==> src/rtl/s27.sv <==
// s27: ISCAS-89 s27 sequential benchmark, three flip-flops with a Mealy output G17.
module s27 (
    input  logic CK,
    input  logic RN,
    input  logic G0,
    input  logic G1,
    input  logic G2,
    input  logic G3,
    output logic G17
);
    logic g5, g6, g7;
    logic g8, g9, g10, g11, g12, g13, g14, g15, g16;
    always_comb begin
        g14 = ~G0;
        g8  = g14 & g6;
        g12 = ~(G1 | g7);
        g15 = g12 | g8;
        g16 = G3 | g8;
        g9  = ~(g16 & g15);
        g11 = ~(g5 | g9);
        g10 = ~(g14 | g11);
        g13 = ~(G2 | g12);
        G17 = ~g11;
    end
    always_ff @(posedge CK or negedge RN) begin
        if (!RN) begin
            g5 <= 1'b0;
            g6 <= 1'b0;
            g7 <= 1'b0;
        end else begin
            g5 <= g10;
            g6 <= g11;
            g7 <= g13;
        end
    end
endmodule

==> config.mk <==
export PLATFORM = sky130hd
export DESIGN_NAME = s27
export DESIGN_NICKNAME = d
export VERILOG_FILES = /design/src/rtl/s27.sv
export SDC_FILE = /design/constraint.sdc
export NUM_CORES = 1
export LEC_CHECK = 0
export BUFFER_PORTS_ARGS = -buffer_cell sky130_fd_sc_hd__buf_2
export CAP_MARGIN = 0
export CORE_AREA = 2 2 39 41
export CTS_CLUSTER_DIAMETER = 60
export DETAILED_ROUTE_END_ITERATION = 10
export DIE_AREA = 0 0 41 43
export MAX_ROUTING_LAYER = met4
export PLACE_DENSITY = 0.3
export SLEW_MARGIN = 20
export SYNTH_ARGS = -nofsm -noshare
export SYNTH_HDL_FRONTEND = slang
export SYNTH_SLANG_ARGS = --single-unit
==> constraint.sdc <==
create_clock -name CK -period 1.3 [get_ports CK]
set_clock_uncertainty 0.15 [all_clocks]
set_input_delay 0.13 -clock CK [delete_from_list [all_inputs] [get_ports CK]]
set_output_delay 0.13 -clock CK [all_outputs]
set_load 0.02 [all_outputs]
# After elaboration in Yosys (flattened, before gate mapping)
# Cells that the tools add are included.
# W data, S select, Z words.
# word_totals
wordCells	17
in_bits	6
ff_bits	3
out_inout_bits	1
# classes
bitwise	14
# ops
cell	n
$not A1 Y1	6
$or A1 B1 Y1	6
$and A1 B1 Y1	2

# Depth between registers and ports, before layout
# Gate-level depths: netlist (run 1).
# logic_depth
ltp_word	9
mapped_depth	2
depth_no_buf	2

# Worst setup path before layout (run 1)
# No wires, ideal clock.
# synth_path
path_type	register -> output
from	reg g7
to	out G17
path_slack_ns	0.183
stages_incl_launch_ff	3
arrival_time_ns	0.837
path_buffers	0
required_ns	1.020
cell_sequence	dfrtp_1 > nor4b_4 > a21oi_1
# synth_between
elab_chain_cells	6
# synth_lines
element	line_no	text
start, declared	11	logic g5, g6, g7;
start signal, assigned	33	g7 <= g13;
$or A1 B1 Y1	16	g12 = ~(G1 | g7);
$not A1 Y1	16	
$or A1 B1 Y1	17	g15 = g12 | g8;
$and A1 B1 Y1	19	g9 = ~(g16 & g15);
$not A1 Y1	19	
$or A1 B1 Y1	20	g11 = ~(g5 | g9);
end, declared	9	output logic G17
# Every way passes these cells.

# Worst setup path after layout (run 1)
# Same ends and word-level chain as after synthesis.

==> flow_summary_export.csv, run 1 <==
group,metric,value,unit
worst_hold_path,hold_start,"G1",
sta,fmax,715,MHz
routing,detail-route-antenna-nets,0,
worst_hold_path,min_path_cells,3,
synthesis,synth_edf_count,0,
sta,holdWs,0.0239,ns
setup_path,start_kind,"flip-flop",
clock_tree,clkLatencyLatePin,0.23,ns
sta,hold_viol,0,
synthesis,synth_top_area_frac,0.583,
sta,rsz0062_at_grt,"yes",
final_layout,finalNetCount,31,
final_layout,regArea,75.1,um2
outcome,violations,"negative setup slack",
synthesis,synth_seq_area_share,0.583,
sta,finalCritPeriodShare,1.08,
power,cellPowerDensity,1220,mW/mm2
setup_path,critical-path-top-delay-family,"flip-flops",
place,gp_congestion,0.419,
worst_hold_path,hold_end,"g7$_DFF_PN0_",
floorplan,start_util,0.0931,
synthesis,synth.distinct_cells,6,
clock_tree,cts_tree,"yes",
final_layout,fillerInstances,158,
place,placed_cells,33,
clock_tree,htree_levels,1,
final_layout,area_delta_synth_final,88.3,%
routing,routed_via_density,2.98,
synthesis,synth_area_per_cell,12.9,um2
floorplan,die_h,43,um
global_routing,grt_pass1_wl,400,um
global_routing,globalRouteOverflowTotal,0,
floorplan,core_area,0.00138,mm2
clock_tree,postCtsSetupBuffers,0,
routing,vias,119,
global_routing,antenna_found_initial,0,
synthesis,ys_warn_count,0,
final_layout,final_cells,40,
global_routing,grt_pass1_vias,126,
final_layout,multi_input_area,53.8,um2
setup_path,crit_buf_inv,1,
power,p_leak,0.120,nW
final_layout,drive_above_1_share,0.458,
outcome,status,"complete, but fails checks",
floorplan,fp.dieW,41,um
synthesis,ys_top_cells_by_count,"3 x dfrtp_1, 3 x nor2_1",
setup_path,arrival,1.12,ns
clock_tree,cts_made_buffers,3,
setup_path,cp_slowest_cell,"dfrtp_1",
setup_path,crit_required,1.02,ns
routing,post_drt_wl_per_cell,6.43,um
global_routing,grt.total_usage,0.0412,
synthesis,synth_area,129,um2
routing,route.detailed.drc,0,
floorplan,pin_count,7,
sta,fin_ws,-0.0991,ns
sta,relSlewSlack,0.857,
setup_path,timing.rr.start,"g7$_DFF_PN0_",
synthesis,synth_area_leaders,"dfrtp_1 58%, nor4b_4 18%, nor2_1 8.7%",
sta,slew_viol_final,0,
clock_tree,cts.sinks,3,
setup_path,r2r-end,"g5$_DFF_PN0_",
setup_path,rr_worst_depth,3,
power,irDropWorstVdd,0.190,mV
setup_path,r2r_slack,0.18,ns
job,drv_cap,0,
worst_hold_path,hold_path_class,"in -> reg",
synthesis,ys.flop_type,"dfrtp_1",
place,portBuffers,6,
sta,worst_slew_pin_slew,0.213,ns
global_routing,grt_max_degree,4,
setup_path,cp_cell_sequence,"nor4b_4 > a21oi_1 > buf_2",
synthesis,synth-seq-cells,3,
floorplan,row_count,14,
setup_path,critPathMaxStageDelay,0.39,ns
synthesis,synth_top_area_cell,"dfrtp_1",
floorplan,die_area,0.00176,mm2
setup_path,worstSetupPathType,"reg -> out",
clock_tree,path_clk_slew,0.04,ns
synthesis,syn_inst,10,
routing,drtIter0Drc,0,
setup_path,crit_fanout,2,
sta,setup_viol,1,
routing,first_pass_iters,1,
synthesis,synthArstFlopShare,1.00,
final_layout,num_antenna_cells,0,
sta,fin_crit,1.40,ns
setup_path,endpoint_kind,"primary output",
routing,wl,257,um
clock_tree,root_buffer,"clkbuf_4",
synthesis,synth_fp_nets,16,
clock_tree,clk_path_buf_depth,2,
logic make-up (layout without fill, tap and decap cells):
kind of cell	count (synthesis)	after routing	share of synthesized area
buffers and inverters	0	14	0
DFF	3	3	0.583
AOI/OAI and AO/OA	2	2	0.0971
and+or+nand+nor	5	5	0.320
worst min-delay path: stages:
cell and delay [ns]:
buf_2 0.11, nor2_1 0.04, nor2_1 0.07
how the worst max path moves through the flow:
stage	startpoint	to	slack (ns)	depth (start not counted)
floorplan	g7$_DFF_PN0_	G17	0.18	2
global placement	g7$_DFF_PN0_	G17	0.11	3
detailed placement	g7$_DFF_PN0_	G17	0.11	3
CTS	g7$_DFF_PN0_	G17	-0.13	3
global route	g7$_DFF_PN0_	G17	-0.19	3
finish	g7$_DFF_PN0_	G17	-0.1	3
sequential cells by signal (all words and copies together), names as in the netlist:
register / flops
g6: 1
g5: 1
g7: 1
cells in the final DEF (no fill, tap or decap), drive strengths merged:
| cell | n |
|---|---|
| nor2 | 3 |
| a21o | 1 |
| dfrtp | 3 |
| clkbuf | 4 |
| a21oi | 1 |
| nor4b | 1 |
| nor2b | 1 |
| buf | 7 |
| dlygate4sd3 | 3 |
per-stage QoR:
step           area [um2]  power (mW)  utilization  worst slack [ns]  setup TNS [ns]
5_1_grt               243       0.321        0.175            -0.193          -0.193
3_5_place_dp          186       0.134        0.135             0.108               0
6_report              243       0.297        0.175           -0.0991         -0.0991
3_3_place_gp          186       0.134        0.135             0.109               0
2_1_floorplan         129       0.118            -             0.183               0
4_1_cts               243       0.307        0.175            -0.126          -0.126
power by group:
group	total [mW]	switching (mW)	internal (mW)
registers	0.105	0.00504	0.100
clock network	0.157	0.0428	0.115
logic	0.0342	0.0134	0.0209
total	0.297	0.0612	0.236
timing repair:
| action | CTS | global route |
|---|---|---|
| gates cloned | 0 | 0 |
| hold buffers | 3 | 0 |
| setup endpoints to repair | 1 | 1 |
| endpoints found under the hold margin | 5 | 0 |
| pin swaps | 1 | 0 |
| resized for setup | 0 | 0 |
per-layer routing:
layer	up-vias	global-route usage	wire length, um
li1	61	-	-
met4	0	0.0800	0
met5	-	-	0
met2	4	0.0469	141
met1	54	0.0323	99
met3	0	0.0157	17
area by class of cell:
class	instances	share of cell area
repair buffers	10	0.278
flip-flops and latches	3	0.309
well taps	16	0.0825
clock buffers	4	0.108
multi-input cells	7	0.222
Power figures use the tool's default switching activity.
==> inputs of run 2 (changes only) <==
--- a/config.mk
+++ b/config.mk
@@ -5,12 +5,13 @@
 export SDC_FILE = /design/constraint.sdc
 export NUM_CORES = 1
 export LEC_CHECK = 0
-export BUFFER_PORTS_ARGS = -buffer_cell sky130_fd_sc_hd__buf_2
+export BUFFER_PORTS_ARGS = -buffer_cell sky130_fd_sc_hd__clkbuf_2
 export CAP_MARGIN = 0
 export CORE_AREA = 2 2 39 41
 export CTS_CLUSTER_DIAMETER = 60
 export DETAILED_ROUTE_END_ITERATION = 10
 export DIE_AREA = 0 0 41 43
+export GPL_ROUTABILITY_DRIVEN = 0
 export MAX_ROUTING_LAYER = met4
 export PLACE_DENSITY = 0.3
 export SLEW_MARGIN = 20
==> run 2 against run 1 <==
The flow still finishes with violations (negative setup slack). Wire length up 28%. Clock power about the same. Register-to-register slack worse by 0.03 ns. Largest power group unchanged.
==> flow_summary_export.csv, run 2 (same netlist as run 1, synthesis figures left out) <==
group,metric,value,unit
clock_tree,path_clk_slew,0.03,ns
final_layout,final_cells,40,
power,cellPowerDensity,1240,mW/mm2
global_routing,grt_pass1_vias,145,
setup_path,rr_worst_depth,3,
setup_path,crit_fanout,2,
place,placed_cells,32,
floorplan,row_count,14,
place,portBuffers,6,
setup_path,r2r-end,"g5$_DFF_PN0_",
setup_path,worstSetupPathType,"reg -> out",
global_routing,grt_pass1_wl,483,um
floorplan,pin_count,7,
clock_tree,root_buffer,"clkbuf_4",
final_layout,final_cell_mix,"5 x clkbuf_2, 3 x nor2_1, 3 x clkbuf_4, 3 x dfrtp_1, 3 x dlygate4sd3_1",
final_layout,num_antenna_cells,0,
clock_tree,clk_path_buf_depth,2,
place,place_ws,0.0384,ns
routing,route.detailed.drc,0,
final_layout,top_regs,"g5 (1), g6 (1), g7 (1)",
final_layout,fin_area,243,um2
worst_hold_path,min_path_cells,3,
routing,detail-route-antenna-nets,0,
sta,worst_slew_pin_slew,0.243,ns
routing,drtIter0Drc,1,
worst_hold_path,hold_path_class,"in -> reg",
sta,slew_viol_final,0,
floorplan,start_util,0.0931,
sta,hold_viol,0,
sta,relSlewSlack,0.838,
global_routing,globalRouteOverflowTotal,0,
final_layout,area_delta_synth_final,88.3,%
power,p_leak,0.121,nW
setup_path,start_kind,"flip-flop",
setup_path,arrival,1.15,ns
clock_tree,cts_tree,"yes",
clock_tree,clkLatencyLatePin,0.23,ns
power,power,0.300,mW
outcome,status,"complete, but fails checks",
setup_path,r2r_slack,0.15,ns
final_layout,final_common_cell,"clkbuf_2",
global_routing,grt_max_degree,4,
worst_hold_path,hold_end,"g7$_DFF_PN0_",
floorplan,die_h,43,um
global_routing,antenna_found_initial,0,
routing,vias,129,
final_layout,fillerInstances,156,
clock_tree,htree_levels,1,
routing,routed_via_density,3.23,
job,drv_cap,0,
routing,wl,329,um
sta,setup_viol,1,
floorplan,die_area,0.00176,mm2
final_layout,finalNetCount,31,
sta,rsz0062_at_grt,"yes",
routing,post_drt_wl_per_cell,8.23,um
setup_path,crit_required,1.02,ns
sta,holdWs,0.0302,ns
clock_tree,cts_made_buffers,3,
sta,finalCritPeriodShare,1.10,
sta,fin_ws,-0.133,ns
power,irDropWorstVdd,0.204,mV
setup_path,timing.rr.start,"g7$_DFF_PN0_",
sta,fin_crit,1.43,ns
clock_tree,cts.sinks,3,
sta,fmax,698,MHz
outcome,violations,"negative setup slack",
worst_hold_path,hold_start,"G1",
final_layout,drive_above_1_share,0.458,
floorplan,fp.dieW,41,um
setup_path,endpoint_kind,"primary output",
routing,first_pass_iters,3,
place,placed_area,179,um2
floorplan,core_area,0.00138,mm2
global_routing,grt.total_usage,0.0504,
-- run 2: worst max-delay path by stage --
stage	from	to	slack [ns]	cells after the start
after detailed placement	g7$_DFF_PN0_	G17	0.04	3
after global routing	g7$_DFF_PN0_	G17	-0.21	3
final	g7$_DFF_PN0_	G17	-0.13	3
after CTS	g7$_DFF_PN0_	G17	-0.16	3
after global placement	g7$_DFF_PN0_	G17	0.08	3
after floorplan	g7$_DFF_PN0_	G17	0.18	2
-- run 2: cell type report --
| class | instances | area, um2 | share of cell area |
|---|---|---|---|
| multi-input cells | 7 | 53.8 | 0.222 |
| clock buffers | 4 | 26.3 | 0.108 |
| well taps | 16 | 20.0 | 0.0825 |
| flip-flops and latches | 3 | 75.1 | 0.309 |
| repair buffers | 10 | 67.6 | 0.278 |
-- run 2: power breakdown --
group,switching (mW),internal (mW)
clock,0.0446,0.115
combinational,0.0142,0.0209
sequential,0.00546,0.100
total,0.0643,0.236
-- run 2: what timing repair did --
item,4_1_cts,5_1_grt
endpoints found under the setup margin,1,1
resized for setup,0,1
setup buffers,1,0
endpoints found under the hold margin,5,0
pin swaps,1,0
hold buffers,3,0
-- run 2: worst max-delay path, stage by stage, from the launching register on --
cell	delay (ns)
dfrtp_1	0.39
nor4b_4	0.30
a21oi_1	0.07
buf_2	0.16
-- run 2: routing by layer --
layer  global-route usage  part of all wire
met5                    -                 0
met3               0.0157             0.082
met2               0.0813              0.65
met4               0.0800                 0
met1               0.0256              0.27
-- run 2: per-stage QoR --
step / setup TNS (ns) / utilization
after floorplan: 0 / -
after global placement: 0 / 0.129
after CTS: -0.156 / 0.175
after detailed placement: 0 / 0.129
after global routing: -0.209 / 0.175
final: -0.133 / 0.175
